===== config.mk =====
export PLATFORM = sky130hd
export DESIGN_NAME = axil_intr_ctrl
export DESIGN_NICKNAME = d
export VERILOG_FILES = /design/src/rtl/axil_intr_pkg.sv /design/src/rtl/axil_intr_detect.sv /design/src/rtl/axil_intr_ctrl.sv
export SDC_FILE = /design/constraint.sdc
export NUM_CORES = 1
export LEC_CHECK = 0
export ABC_AREA = 0
export ABC_CLOCK_PERIOD_IN_PS = 2150
export CAP_MARGIN = 15
export CORE_MARGIN = 1
export CORE_UTILIZATION = 33
export CTS_BUF_LIST = sky130_fd_sc_hd__clkbuf_2
export DETAILED_ROUTE_END_ITERATION = 8
export GPL_TIMING_DRIVEN = 0
export PLACE_DENSITY = 0.88
export SLEW_MARGIN = 30
export SYNTH_ARGS = -nofsm -noshare
export SYNTH_HDL_FRONTEND = slang
export SYNTH_SLANG_ARGS = --single-unit

===== constraint.sdc =====
create_clock -name ACLK -period 2.15 [get_ports ACLK]
set_input_delay 0.43 -clock ACLK [delete_from_list [all_inputs] [get_ports ACLK]]
set_output_delay 0.43 -clock ACLK [all_outputs]
set_load 0.1 [all_outputs]

===== src/rtl/axil_intr_pkg.sv =====
// Shared definitions for the AXI4-Lite interrupt controller:
// register offsets, response codes, FSM state types, strobe helper.
package axil_intr_pkg;

  localparam logic [4:0] ADDR_GIE = 5'h00;
  localparam logic [4:0] ADDR_IER = 5'h04;
  localparam logic [4:0] ADDR_ISR = 5'h08;
  localparam logic [4:0] ADDR_IAR = 5'h0C;
  localparam logic [4:0] ADDR_IPR = 5'h10;

  localparam logic [1:0] RESP_OKAY   = 2'b00;
  localparam logic [1:0] RESP_SLVERR = 2'b10;

  typedef enum logic {W_IDLE, W_RESP} wr_state_t;
  typedef enum logic {R_IDLE, R_DATA} rd_state_t;

  function automatic logic [31:0] strb_mask(
    input logic [3:0] s
  );
    return {{8{s[3]}}, {8{s[2]}},
            {8{s[1]}}, {8{s[0]}}};
  endfunction

endpackage


===== src/rtl/axil_intr_detect.sv =====
// Per-source interrupt detection producing the ISR set vector.
// Ports: i_clk, i_rst (sync, active-high), i_intr sources, o_set_vec.
module axil_intr_detect
  import axil_intr_pkg::*;
#(
  parameter int   NUM_INTR  = 1,
  parameter logic INTR_EDGE = 1'b1
) (
  input  logic                i_clk,
  input  logic                i_rst,
  input  logic [NUM_INTR-1:0] i_intr,
  output logic [NUM_INTR-1:0] o_set_vec
);

  logic [NUM_INTR-1:0] r_intr_d;

  always_ff @(posedge i_clk) begin
    if (i_rst) r_intr_d <= '0;
    else       r_intr_d <= i_intr;
  end

  // Edge mode fires once per rising edge; level mode keeps setting.
  assign o_set_vec = INTR_EDGE ? (i_intr & ~r_intr_d)
                               : i_intr;

endmodule


===== src/rtl/axil_intr_ctrl.sv =====
// AXI4-Lite interrupt register file (GIE/IER/ISR/IAR/IPR) driving irq.
// Ports: ACLK/ARESET, S_AW*/S_W*/S_B*/S_AR*/S_R* lite slave, intr_in, irq.
// Option: INTR_SW_SET_EN makes a write to ISR OR data into ISR.
module axil_intr_ctrl
  import axil_intr_pkg::*;
#(
  parameter int   ADDR_W       = 5,
  parameter int   NUM_INTR     = 1,
  parameter logic INTR_EDGE    = 1'b1,
  parameter logic IRQ_ACT_HIGH = 1'b1
) (
  input  logic                ACLK,
  input  logic                ARESET,
  input  logic [ADDR_W-1:0]   S_AWADDR,
  input  logic [2:0]          S_AWPROT,
  input  logic                S_AWVALID,
  output logic                S_AWREADY,
  input  logic [31:0]         S_WDATA,
  input  logic [3:0]          S_WSTRB,
  input  logic                S_WVALID,
  output logic                S_WREADY,
  output logic [1:0]          S_BRESP,
  output logic                S_BVALID,
  input  logic                S_BREADY,
  input  logic [ADDR_W-1:0]   S_ARADDR,
  input  logic [2:0]          S_ARPROT,
  input  logic                S_ARVALID,
  output logic                S_ARREADY,
  output logic [31:0]         S_RDATA,
  output logic [1:0]          S_RRESP,
  output logic                S_RVALID,
  input  logic                S_RREADY,
  input  logic [NUM_INTR-1:0] intr_in,
  output logic                irq
);

  localparam logic [31:0] INTR_MASK =
    (NUM_INTR >= 32) ? 32'hFFFF_FFFF
                     : ((32'd1 << NUM_INTR) - 32'd1);

  wr_state_t   r_wstate;
  logic        r_awready;
  logic        r_wready;
  logic        r_bvalid;
  logic [1:0]  r_bresp;
  logic        r_aw_held;
  logic        r_w_held;
  logic [4:0]  r_aw_off;
  logic [31:0] r_wdata;
  logic [3:0]  r_wstrb;

  rd_state_t   r_rstate;
  logic        r_arready;
  logic        r_rvalid;
  logic [1:0]  r_rresp;
  logic [31:0] r_rdata;

  logic        r_gie;
  logic [31:0] r_ier;
  logic [31:0] r_isr;
  logic        r_irq;

  logic [NUM_INTR-1:0] w_set_vec;
  logic [31:0] w_set32;
  logic        w_aw_hs;
  logic        w_w_hs;
  logic        w_aw_have;
  logic        w_w_have;
  logic        w_wr_go;
  logic [4:0]  w_wr_off;
  logic [31:0] w_wr_data;
  logic [3:0]  w_wr_strb;
  logic [31:0] w_wr_bits;
  logic        w_wr_ok;
  logic [31:0] w_ack;
  logic [31:0] w_sw_set;
  logic [4:0]  w_rd_off;
  logic [31:0] w_rd_data;
  logic [1:0]  w_rd_resp;
  logic        w_irq_act;
  logic        w_unused;

  axil_intr_detect #(
    .NUM_INTR  (NUM_INTR),
    .INTR_EDGE (INTR_EDGE)
  ) u_detect (
    .i_clk     (ACLK),
    .i_rst     (ARESET),
    .i_intr    (intr_in),
    .o_set_vec (w_set_vec)
  );

  assign w_set32 = 32'(w_set_vec);

  // A beat counts as held either from an earlier capture or from
  // the handshake happening on this very edge.
  assign w_aw_hs   = S_AWVALID & r_awready;
  assign w_w_hs    = S_WVALID & r_wready;
  assign w_aw_have = r_aw_held | w_aw_hs;
  assign w_w_have  = r_w_held | w_w_hs;
  assign w_wr_go   = (r_wstate == W_IDLE)
                   & w_aw_have & w_w_have;

  assign w_wr_off  = r_aw_held ? r_aw_off
                               : {S_AWADDR[4:2], 2'b00};
  assign w_wr_data = r_w_held ? r_wdata : S_WDATA;
  assign w_wr_strb = r_w_held ? r_wstrb : S_WSTRB;
  assign w_wr_bits = w_wr_data & strb_mask(w_wr_strb);
  assign w_wr_ok   = (w_wr_off <= ADDR_IPR);

  assign w_ack = (w_wr_go && w_wr_off == ADDR_IAR)
               ? (w_wr_bits & INTR_MASK) : '0;

`ifdef INTR_SW_SET_EN
  assign w_sw_set = (w_wr_go && w_wr_off == ADDR_ISR)
                  ? (w_wr_bits & INTR_MASK) : '0;
`else
  assign w_sw_set = '0;
`endif

  always_ff @(posedge ACLK) begin
    if (ARESET) begin
      r_wstate  <= W_IDLE;
      r_awready <= 1'b0;
      r_wready  <= 1'b0;
      r_bvalid  <= 1'b0;
      r_bresp   <= RESP_OKAY;
      r_aw_held <= 1'b0;
      r_w_held  <= 1'b0;
      r_aw_off  <= '0;
      r_wdata   <= '0;
      r_wstrb   <= '0;
    end else begin
      unique case (r_wstate)
        W_IDLE: begin
          if (w_wr_go) begin
            r_wstate  <= W_RESP;
            r_bvalid  <= 1'b1;
            r_bresp   <= w_wr_ok ? RESP_OKAY
                                 : RESP_SLVERR;
            r_awready <= 1'b0;
            r_wready  <= 1'b0;
            r_aw_held <= 1'b0;
            r_w_held  <= 1'b0;
          end else begin
            if (w_aw_hs) begin
              r_aw_held <= 1'b1;
              r_aw_off  <= {S_AWADDR[4:2], 2'b00};
            end
            if (w_w_hs) begin
              r_w_held <= 1'b1;
              r_wdata  <= S_WDATA;
              r_wstrb  <= S_WSTRB;
            end
            r_awready <= ~w_aw_have;
            r_wready  <= ~w_w_have;
          end
        end
        W_RESP: begin
          if (S_BREADY) begin
            r_wstate  <= W_IDLE;
            r_bvalid  <= 1'b0;
            r_awready <= 1'b1;
            r_wready  <= 1'b1;
          end
        end
        default: r_wstate <= W_IDLE;
      endcase
    end
  end

  assign w_rd_off = {S_ARADDR[4:2], 2'b00};

  always_comb begin
    w_rd_data = '0;
    w_rd_resp = RESP_OKAY;
    unique case (w_rd_off)
      ADDR_GIE: w_rd_data = {31'b0, r_gie};
      ADDR_IER: w_rd_data = r_ier;
      ADDR_ISR: w_rd_data = r_isr;
      ADDR_IAR: w_rd_data = '0;
      ADDR_IPR: w_rd_data = r_isr & r_ier;
      default:  w_rd_resp = RESP_SLVERR;
    endcase
  end

  always_ff @(posedge ACLK) begin
    if (ARESET) begin
      r_rstate  <= R_IDLE;
      r_arready <= 1'b0;
      r_rvalid  <= 1'b0;
      r_rresp   <= RESP_OKAY;
      r_rdata   <= '0;
    end else begin
      unique case (r_rstate)
        R_IDLE: begin
          if (S_ARVALID && r_arready) begin
            r_rstate  <= R_DATA;
            r_rvalid  <= 1'b1;
            r_rdata   <= w_rd_data;
            r_rresp   <= w_rd_resp;
            r_arready <= 1'b0;
          end else begin
            r_arready <= 1'b1;
          end
        end
        R_DATA: begin
          if (S_RREADY) begin
            r_rstate  <= R_IDLE;
            r_rvalid  <= 1'b0;
            r_arready <= 1'b1;
          end
        end
        default: r_rstate <= R_IDLE;
      endcase
    end
  end

  assign w_irq_act = r_gie & |(r_isr & r_ier);

  // Sources set after the ack is applied, so a coincident set wins.
  always_ff @(posedge ACLK) begin
    if (ARESET) begin
      r_gie <= 1'b0;
      r_ier <= '0;
      r_isr <= '0;
      r_irq <= ~IRQ_ACT_HIGH;
    end else begin
      if (w_wr_go && w_wr_off == ADDR_GIE
          && w_wr_strb[0])
        r_gie <= w_wr_data[0];
      if (w_wr_go && w_wr_off == ADDR_IER)
        r_ier <= ((r_ier & ~strb_mask(w_wr_strb))
                 | w_wr_bits) & INTR_MASK;
      r_isr <= ((r_isr & ~w_ack) | w_set32 | w_sw_set)
             & INTR_MASK;
      r_irq <= w_irq_act ? IRQ_ACT_HIGH : ~IRQ_ACT_HIGH;
    end
  end

  assign S_AWREADY = r_awready;
  assign S_WREADY  = r_wready;
  assign S_BVALID  = r_bvalid;
  assign S_BRESP   = r_bresp;
  assign S_ARREADY = r_arready;
  assign S_RVALID  = r_rvalid;
  assign S_RDATA   = r_rdata;
  assign S_RRESP   = r_rresp;
  assign irq       = r_irq;

  assign w_unused = ^{S_AWPROT, S_ARPROT,
                      S_AWADDR, S_ARADDR};

endmodule


==> metrics.csv <==
stage;metric;value;unit
outcome;outcome;completed;
clocking;Setup Buffers After CTS;0;
detailed_routing;via count;1023;
critical_path;critical path peak fanout;4;
sta;f_max;0.488;GHz
sta;Final setup viols;0;
finish;Layout Nets;263;
clocking;Clk Latency, worst-skew pair;0.33;ns
grt;GR Overflow Total;0;
floorplanning;area of the die;3930;um^2
clocking;Num CTS Buffers;3;
floorplanning;Chip Width;62.7;um
clocking;clk sink count;22;
yosys;post-synth top area cell;dfxtp_1;
finish;Area Overhead vs Synth;37.3;%
placement;# port buffers;24;
yosys;Yosys top cell area share;36.2;%
sta;RSZ-0062 raised after global routing;false;
clocking;clk buf depth;2;
power_and_ir_drop;PwrDens;755;nW/um^2
detailed_routing;DR pass1 iterations;4;
yosys;Cell variety after synth;30;
critical_path;r2r startpoint;r_aw_held;
power_and_ir_drop;switching share of total power;43.5;%
critical_path;Startpoint Class;flip-flop;
yosys;yosys warns;0;
finish;FF+latch area;443;um^2
critical_path;Data required, critical path;1.72;ns
critical_path;CP max stage cell;dlygate4sd2_1;
critical_path;worst endpoint data arrival time;1.62;ns
yosys;Synth area leaders;dfxtp_1 (36%), buf_4 (21%), mux2i_1 (5.8%);
finish;ANT cells;0;
finish;Biggest register;r_aw_off;
floorplanning;Die H;62.7;um
critical_path;kind of end point of the critical path;output pin;
grt;largest net degree at the start of global routing;14;
sta;Worst-Margin Slew;0.961;ns
yosys;FF+latch count, synth;22;
sta;max-slew violations;0;
worst_hold_path;Tightest Hold Check Type;flip-flop to flip-flop;
sta;Final period util;95.3;%
sta;Worst Skew;0.0177;ns
power_and_ir_drop;P_leak;0.798;nW
job;max-cap violations;0;
clocking;H-tree Lvls;1;
finish;Layout Utilization;48.5;%
clocking;Clk Tree Root Cell;clkbuf_2;
detailed_routing;DRT antenna net count;0;
yosys;synthesized area;1220;um^2
detailed_routing;Routed WL per cell;8.98;um
detailed_routing;WL final;2230;um
power_and_ir_drop;Flop pwr share;35.9;%
power_and_ir_drop;P_sw;548;uW
placement;post-DP HPWL;1810;um
clocking;CTS tree;done;
yosys;Post-Syn Area per Cell;8.56;um^2
yosys;Cells after Synth;142;
floorplanning;io pins;102;
floorplanning;initial core utilization;35.3;%
power_and_ir_drop;Clk pwr share;22.5;%
power_and_ir_drop;Worst VDD drop;0.421;mV
grt;number of global-route vias before repair;911;
power_and_ir_drop;Logic pwr share;41.6;%
detailed_routing;DRC violations left;0;
floorplanning;row count;21;
grt;first-pass GRT wire length;3790;um
yosys;register area share after synthesis;36.2;%
critical_path;Critical Path, Cell by Cell;dlygate4sd2_1;
sta;Slew headroom;36.2;%
finish;max FFs per register;3;
finish;fill cell count;358;
detailed_routing;Initial DRC Count;19;
critical_path;peak per-stage delay on the critical path;0.87;ns
critical_path;CP Launch Point;S_AWREADY;
sta;final hold violations;0;
power_and_ir_drop;internal power;713;uW
critical_path;Crit Path Class;flip-flop to output pin;
floorplanning;core area;3440;um^2
grt;Global Route Usage Sum;12.2;%
placement;RD Place Congestion;0.763;
critical_path;CP bufs+invs;1;
critical_path;cell family with most CP delay;buffers and inverters;
worst_hold_path;hold wc startpoint;S_RRESP[1];
grt;initial antenna violation count;0;
finish;area of the multi-input gates;611;um^2
clocking;CTS clk-pin slew, worst paths;0.21;ns
sta;min cycle time layout;2.05;ns
sta;Hold WS;0.470;ns
finish;share of layout cells above drive strength 1;23.3;%
detailed_routing;Via-to-Cell Ratio;4.13;
## worst paths after layout
check / cells after the start / slack [ns] / end
max reg2reg: 6 / 0.46 / flip-flop
min reg2reg: 2 / 0.47 / S_RRESP[1]
max: 1 / 0.10 / S_AWREADY
min: 2 / 0.47 / S_RRESP[1]
## cell usage in the layout (no fill, tap or decap), types with 2 or more instances in the layout
cell type and count:
buf_4 34, conb_1 33, dfxtp_1 20, nor2_1 17
clkdlybuf4s50_1 15, nand2_1 10, dlygate4sd2_1 9, mux2i_1 7
nor3_1 7, a21oi_1 6, nor2b_1 4, clkbuf_1 3
a21oi_2 3, nand3_1 3, nand2b_1 3, clkbuf_2 3
dfxtp_2 2, and3b_1 2, o21ai_0 2, mux2_1 2
a311oi_1 2, inv_1 2
## cell type report
cell class	instances	area share, %
Buffer	38	16.6
Clock buffer	3	0.899
Clock inverter	1	1.80
Inverter	2	0.449
Multi-Input combinational cell	112	36.6
Sequential cell	22	26.5
Tap cell	46	3.45
Timing Repair Buffer	24	13.7
## power by group through the flow
| stage | clock network, mW | registers [mW] | logic (mW) |
|---|---|---|---|
| after floorplan | 0 | 0.541 | 0.377 |
| after global placement | 0 | 0.460 | 0.527 |
| after detailed placement | 0 | 0.462 | 0.531 |
| after CTS | 0.294 | 0.453 | 0.524 |
| after global routing | 0.320 | 0.457 | 0.546 |
| final | 0.284 | 0.453 | 0.524 |
## logic make-up after synthesis
kind of cell	after synthesis	synth area share [%]
buf+inv	40	23.5
mux	10	8.54
other cells	1	0.308
flops	22	36.2
simple gates	52	21.9
compound gates	17	9.57
## cell usage after synthesis
| cell type | number |
|---|---|
| o32ai_1 | 1 |
| and4b_1 | 1 |
| o211ai_1 | 1 |
| o21ai_0 | 2 |
| mux2_2 | 1 |
| inv_1 | 2 |
| nor2b_1 | 4 |
| a21oi_1 | 6 |
| mux2i_1 | 7 |
| nand2b_1 | 3 |
| nand2_1 | 10 |
| dfxtp_1 | 22 |
| mux2_1 | 2 |
| a311oi_1 | 2 |
| a211oi_1 | 1 |
| buf_4 | 34 |
| nor2_1 | 17 |
| nand3b_1 | 1 |
| and3b_1 | 2 |
| nor3_1 | 7 |
| nor3b_2 | 1 |
| a21oi_2 | 3 |
| conb_1 | 1 |
| and3_1 | 1 |
| a2bb2oi_1 | 1 |
| or3_1 | 1 |
| clkbuf_1 | 3 |
| nand3_1 | 3 |
| or3_4 | 1 |
| buf_6 | 1 |
## metal layers
layer	share of wire [%]	GRT usage, %
met5	0	0
met4	0.63	2.91
met3	7.4	4.93
met2	48	21.6
met1	44	13.5
## per-stage QoR
step | setup WS, ns | TNS [ns] | power [mW] | area, um^2 | cells
2_1_floorplan | 0.235 | 0 | 0.918 | 1340 | 174
3_3_place_gp | -0.0102 | -0.0102 | 0.987 | 1640 | 244
3_5_place_dp | -0.0298 | -0.0298 | 0.993 | 1640 | 244
4_1_cts | 0.0862 | 0 | 1.27 | 1670 | 248
5_1_grt | 0.0182 | 0 | 1.32 | 1670 | 248
6_report | 0.101 | 0 | 1.26 | 1670 | 248
## what timing repair did
item,in CTS,in global routing
hold buffers,0,0
endpoints found under the setup margin,9,0
gates resized for setup,9,0
Power figures use the tool's default switching activity.
